<file path="src/rtl/viterbi_pkg.sv">
// Shared defaults, metric type and init-pattern helper for the Viterbi path-metric logic.
// Latency: n/a (package only).
// Backpressure: n/a (package only).
package viterbi_pkg;

    localparam int PM_W_DEF       = 8;
    localparam int NUM_STATES_DEF = 4;

    typedef logic [PM_W_DEF-1:0] pm_t;

    // Metric for `state` right after init: the start state is certain (0),
    // every other state is as unlikely as the metric width allows.
    function automatic logic [31:0] init_metric(input int state, input int init_state, input int pm_w);
        if (state == init_state) begin
            return 32'd0;
        end
        return 32'((64'd1 << pm_w) - 64'd1);
    endfunction

endpackage

</file>
<file path="src/rtl/pm_min_tree.sv">
// Combinational argmin over N packed metrics, lowest index wins ties.
// Latency: 0 cycles (pure combinational, log2(N) compare levels).
// Backpressure: none; output follows input every cycle.
module pm_min_tree #(
    parameter int N = 4,
    parameter int W = 8
) (
    input  logic [N*W-1:0]       pm_i,
    output logic [W-1:0]         min_o,
    output logic [$clog2(N)-1:0] idx_o
);

    localparam int IW = $clog2(N);

    // Heap layout: node j has children 2j+1 (left, lower indices) and 2j+2.
    logic [W-1:0]  node_val [2*N-1];
    logic [IW-1:0] node_idx [2*N-1];

    // Build the compare tree bottom-up; the left child is kept on equality.
    always_comb begin
        for (int i = 0; i < N; i++) begin
            node_val[N-1+i] = pm_i[i*W +: W];
            node_idx[N-1+i] = IW'(i);
        end
        for (int j = N - 2; j >= 0; j--) begin
            if (node_val[2*j+2] < node_val[2*j+1]) begin
                node_val[j] = node_val[2*j+2];
                node_idx[j] = node_idx[2*j+2];
            end else begin
                node_val[j] = node_val[2*j+1];
                node_idx[j] = node_idx[2*j+1];
            end
        end
        min_o = node_val[0];
        idx_o = node_idx[0];
    end

endmodule

</file>
<file path="src/rtl/viterbi_pmu_norm.sv">
// Path-metric register bank with renormalisation and best-state tracking.
// Latency: 1 cycle from valid_i to registered metrics / valid_o.
// Backpressure: none; accepts one load per cycle, flush drops the load.
module viterbi_pmu_norm
    import viterbi_pkg::*;
#(
    parameter int NUM_STATES  = NUM_STATES_DEF,
    parameter int PM_W        = PM_W_DEF,
    parameter int INIT_STATE  = 0,
    parameter int NORM_THRESH = 128
) (
    input  logic                          clk,
    input  logic                          rst_n,
    input  logic                          valid_i,
    input  logic                          flush_i,
    input  logic [NUM_STATES*PM_W-1:0]    pm_new_i,
    output logic [NUM_STATES*PM_W-1:0]    pm_current_o,
    output logic                          valid_o,
    output logic [$clog2(NUM_STATES)-1:0] best_state_o,
    output logic [PM_W-1:0]               best_pm_o,
    output logic                          norm_o,
    output logic [15:0]                   norm_cnt_o
);

    localparam int SW = $clog2(NUM_STATES);
    localparam int VW = NUM_STATES * PM_W;
    localparam logic [PM_W-1:0] THRESH = PM_W'(NORM_THRESH);

    function automatic logic [VW-1:0] init_vec();
        logic [VW-1:0] v;
        v = '0;
        for (int i = 0; i < NUM_STATES; i++) begin
            v[i*PM_W +: PM_W] = PM_W'(init_metric(i, INIT_STATE, PM_W));
        end
        return v;
    endfunction

    localparam logic [VW-1:0]   INIT_PM   = init_vec();
    localparam logic [SW-1:0]   INIT_BEST = SW'(INIT_STATE);

    logic [VW-1:0]   pm_d, pm_q;
    logic [SW-1:0]   best_state_d, best_state_q;
    logic [PM_W-1:0] best_pm_d, best_pm_q;
    logic            valid_d, valid_q;
    logic            norm_d, norm_q;
    logic [15:0]     norm_cnt_d, norm_cnt_q;

    logic [PM_W-1:0] min_val;
    logic [SW-1:0]   min_idx;
    logic            do_norm;
    logic [VW-1:0]   pm_norm;

    pm_min_tree #(
        .N (NUM_STATES),
        .W (PM_W)
    ) u_min_tree (
        .pm_i  (pm_new_i),
        .min_o (min_val),
        .idx_o (min_idx)
    );

    // Shift every metric down by the minimum; min_val <= each input, so no underflow.
    always_comb begin
        pm_norm = '0;
        for (int i = 0; i < NUM_STATES; i++) begin
            pm_norm[i*PM_W +: PM_W] = pm_new_i[i*PM_W +: PM_W] - min_val;
        end
        do_norm = (min_val >= THRESH);
    end

    // Next-state selection: flush beats load, idle cycles hold metrics and drop pulses.
    always_comb begin
        pm_d         = pm_q;
        best_state_d = best_state_q;
        best_pm_d    = best_pm_q;
        valid_d      = 1'b0;
        norm_d       = 1'b0;
        norm_cnt_d   = norm_cnt_q;
        if (flush_i) begin
            pm_d         = INIT_PM;
            best_state_d = INIT_BEST;
            best_pm_d    = '0;
            norm_cnt_d   = '0;
        end else if (valid_i) begin
            valid_d      = 1'b1;
            best_state_d = min_idx;
            if (do_norm) begin
                pm_d      = pm_norm;
                best_pm_d = '0;
                norm_d    = 1'b1;
                if (norm_cnt_q != 16'hFFFF) begin
                    norm_cnt_d = norm_cnt_q + 16'd1;
                end
            end else begin
                pm_d      = pm_new_i;
                best_pm_d = min_val;
            end
        end
    end

    // State registers; reset restores the init metric pattern.
    always_ff @(posedge clk or negedge rst_n) begin
        if (!rst_n) begin
            pm_q         <= INIT_PM;
            best_state_q <= INIT_BEST;
            best_pm_q    <= '0;
            valid_q      <= 1'b0;
            norm_q       <= 1'b0;
            norm_cnt_q   <= '0;
        end else begin
            pm_q         <= pm_d;
            best_state_q <= best_state_d;
            best_pm_q    <= best_pm_d;
            valid_q      <= valid_d;
            norm_q       <= norm_d;
            norm_cnt_q   <= norm_cnt_d;
        end
    end

    assign pm_current_o = pm_q;
    assign best_state_o = best_state_q;
    assign best_pm_o    = best_pm_q;
    assign valid_o      = valid_q;
    assign norm_o       = norm_q;
    assign norm_cnt_o   = norm_cnt_q;

endmodule
</file>
<file path="config.mk">
export PLATFORM = sky130hd
export DESIGN_NAME = viterbi_pmu_norm
export DESIGN_NICKNAME = d
export VERILOG_FILES = /design/src/rtl/viterbi_pkg.sv /design/src/rtl/pm_min_tree.sv /design/src/rtl/viterbi_pmu_norm.sv
export SDC_FILE = /design/constraint.sdc
export NUM_CORES = 1
export LEC_CHECK = 0
export ABC_AREA = 1
export CAP_MARGIN = 5
export CORE_MARGIN = 1.5
export CORE_UTILIZATION = 50
export CTS_CLUSTER_DIAMETER = 30
export DETAILED_ROUTE_END_ITERATION = 10
export PLACE_DENSITY = 0.89
export SKIP_CTS_REPAIR_TIMING = 1
export SLEW_MARGIN = 20
export SYNTH_ARGS = -nofsm -noshare
export SYNTH_HDL_FRONTEND = slang
export SYNTH_SLANG_ARGS = --single-unit
</file>
<file path="constraint.sdc">
create_clock -name clk -period 4.1 [get_ports clk]
set_clock_uncertainty 0.05 [all_clocks]
set_input_delay 0.41 -clock clk [delete_from_list [all_inputs] [get_ports clk]]
set_output_delay 0.41 -clock clk [all_outputs]
set_load 0.05 [all_outputs]
</file>
==> results.json <==
{
  "clk_pin_slew_ns": 0.07,
  "min_path_type": "in2async",
  "slew_headroom_pct": 63.57,
  "cts-buffers-inserted": 9,
  "regArea_um2": 1531,
  "grt_pass1_wl_um": 25430,
  "synth_edf_count": 0,
  "viasPerCell": 5.796,
  "wl_per_cell_um": 18.20,
  "synth_fa_ha_area_share_pct": 11.64,
  "synthCells": 659,
  "syn_nets": 737,
  "worstPathArrival_ns": 4.39,
  "placed_cell_area_um2": 6865,
  "status": "complete, but fails checks",
  "synth-xor-area-share_pct": 0.9179,
  "core-area_um2": 9240,
  "drtIter0Drc": 612,
  "cts_tree": "done",
  "p_leak_nw": 3.898,
  "yosysWarnings": 0,
  "cp_slowest_stage_delay_ns": 0.38,
  "end_kind": "register",
  "synth_mux_area_share_pct": 0,
  "tns_ns": -0.1374,
  "fin_cells": 1031,
  "grt.total_usage_pct": 32.39,
  "async_flop_share_pct": 100.0,
  "fin_area_um2": 7630,
  "cts.htree.levels": 3,
  "synth-compound-area-share_pct": 14.50,
  "crit_type": "in2reg",
  "grt_pass1_vias": 5599,
  "vias": 5976,
  "setup.worst_path.start_class": "input pin",
  "dieWidth_um": 100.7,
  "path_max_fanout": 8,
  "finalSetupViolations": 3,
  "synth_area_leaders": "dfrtp_1, nand2_1, dfstp_2",
  "fin_crit_sh_pct": 101.5,
  "synth_top_family_by_area": "simple AND/OR/NAND/NOR gates",
  "antenna_found_initial": 0,
  "slew_violations": 0,
  "start_util_pct": 51.63,
  "hold_violations": 5,
  "grt_overflow": 0,
  "synth_top_area_share_pct": 18.88,
  "fill_cells": 528,
  "violations": "negative hold slack, negative setup slack",
  "core.rowCount": 35,
  "cp.buffers_inverters": 4,
  "yosysSeqAreaShare_pct": 32.10,
  "crit_required_ns": 4.33,
  "synth_area_um2": 4771,
  "fp.dieH_um": 100.7,
  "clk_path_buf_depth": 2,
  "fin_crit_ns": 4.161,
  "synthTopCellsByCount": "nand2_1, inv_1, nand3_1",
  "setup_ws_ns": -0.06098,
  "synth-simple-area-share_pct": 31.13,
  "cts_sinks": 60,
  "ioPinCount": 96,
  "dp.cells": 1005,
  "synth-main-ff-cell": "dfrtp_1",
  "ant_nets": 0,
  "ys_types": 45,
  "power.density_nw_per_um2": 456.8,
  "crit_path_top_delay_cell": "o21ai_4",
  "synth_area_leader_cell": "dfrtp_1",
  "port_buffers": 95,
  "multiInputGateArea_um2": 3228,
  "power.total_w": 0.003485,
  "firstDrtPassIters": 6,
  "critical_path.top_delay_family": "simple AND/OR/NAND/NOR gates",
  "place_hpwl_um": 12560,
  "ys_ff_latch": 60,
  "wirelength_um": 18770,
  "die_area_um2": 10140,
  "clock-root-buffer": "clkbuf_8",
  "globalplace.congestion": 0.9230,
  "synthToLayoutAreaGrowth_pct": 59.93,
  "fin_nets": 975,
  "antenna_cells": 0,
  "cap_violations": 0,
  "syn_area_per_cell_um2": 7.239,
  "clk_latency_ns": 0.36,
  "worst_hold_slack_ns": -0.03116,
  "yosysMostFrequentCell": "nand2_1",
  "grt_max_degree": 41,
  "worstMarginPinSlew_ns": 0.5422,
  "max_freq_ghz": 0.2403,
  "vdd_drop_max_mv": 0.3415,
  "drc_errors": 0,
  "final_layout_size_suffix_gt1_share_pct": 33.92
}
[worst paths after layout]
| kind | slack, ns | start | end | cells after the start |
|---|---|---|---|---|
| setup reg to reg | 1.74 | norm_cnt_o[1]$_DFFE_PN0P_ | norm_cnt_o[14]$_DFFE_PN0P_ | 15 |
| setup / recovery | -0.06 | pm_new_i[21] | pm_current_o[31]$_DFFE_PN1P_ | 28 |
| max in group asynchronous | 3.12 | rst_n | pm_current_o[15]$_DFFE_PN1P_ | 2 |
| hold reg to reg | 0.44 | best_pm_o[3]$_DFFE_PN0P_ | best_pm_o[3]$_DFFE_PN0P_ | 2 |
| hold / removal | -0.03 | rst_n | best_pm_o[7]$_DFFE_PN0P_ | 1 |
| min in group clk | 0.36 | pm_new_i[21] | pm_current_o[21]$_DFFE_PN1P_ | 3 |
[layer usage]
| metal | share of wire (%) | routed length (µm) | GRT usage, % | vias to the layer above |
|---|---|---|---|---|
| met5 | 0 | 0 | 0 | - |
| met4 | 5.1 | 953 | 15.06 | 0 |
| met3 | 8.1 | 1523 | 6.033 | 89 |
| met2 | 49 | 9251 | 57.69 | 386 |
| met1 | 38 | 7040 | 37.51 | 2858 |
| li1 | - | - | - | 2643 |
[cell usage in the layout, fill, tap and decap left out, types with 5 or more instances in the layout]
cell / n
nand2_1: 157
buf_4: 135
inv_1: 82
clkdlybuf4s50_1: 66
nand3_1: 47
nor2_1: 44
dfrtp_1: 36
nand2_2: 31
a21oi_1: 27
dlymetal6s2s_1: 27
dfstp_2: 24
ha_1: 23
inv_2: 17
o21ai_0: 15
a21oi_2: 12
ha_4: 12
o221ai_1: 11
clkbuf_8: 9
o21ai_1: 8
o21bai_1: 7
nor3_1: 7
nand3_2: 7
o22ai_1: 7
nand2_4: 5
o21ai_4: 5
nand3b_1: 5
nand4_1: 5
buf_6: 5
[area by class of cell]
| class | instances | share of cell area [%] |
|---|---|---|
| timing repair buffer | 238 | 28.03 |
| tap | 129 | 2.115 |
| clock buffer | 9 | 1.623 |
| sequential | 60 | 20.07 |
| inverter | 104 | 5.280 |
| multi-input combinational | 484 | 42.31 |
| clock inverter | 7 | 0.5740 |
[cells by family (layout without fill, tap and decap cells)]
family / Yosys count / in the layout
AND/OR/NAND/NOR: 324 / 325
flip-flops: 60 / 60
XOR/XNOR: 5 / 5
AO/OA/AOI/OAI: 112 / 112
adder cells (fa/ha/maj): 42 / 42
buffers and inverters: 116 / 358
[sequential cells by signal (all words and copies together), names as in the netlist]
signal and count:
best_pm_o 8, norm_cnt_o 16, valid_o 1, norm_o 1, best_state_o 2, pm_current_o 32
[power by group]
part	leakage [nW]	total, W	switching [W]	internal, W
Clock	0.0848	0.000489	0.000274	0.000216
Sequential	0.743	0.000765	0.0000538	0.000712
Combinational	3.07	0.00223	0.00133	0.000902
[stage by stage]
step           worst slack (ns)  utilization (%)
6_report               -0.06098            82.57
5_1_grt                 -0.2151            82.57
4_1_cts                 -0.5078            76.11
3_5_place_dp            -0.8371            74.30
3_3_place_gp            -0.6526            74.30
2_1_floorplan          -0.01319                -
[worst register-to-register path: cells and delay by family, from the launching register on]
| family | cells | cell delay (ns) |
|---|---|---|
| simple gates | 8 | 1.04 |
| compound gates | 3 | 0.39 |
| flops | 1 | 0.38 |
| fa+ha+maj | 1 | 0.22 |
| buf+inv | 3 | 0.19 |
(Power assumes the default switching activity.)
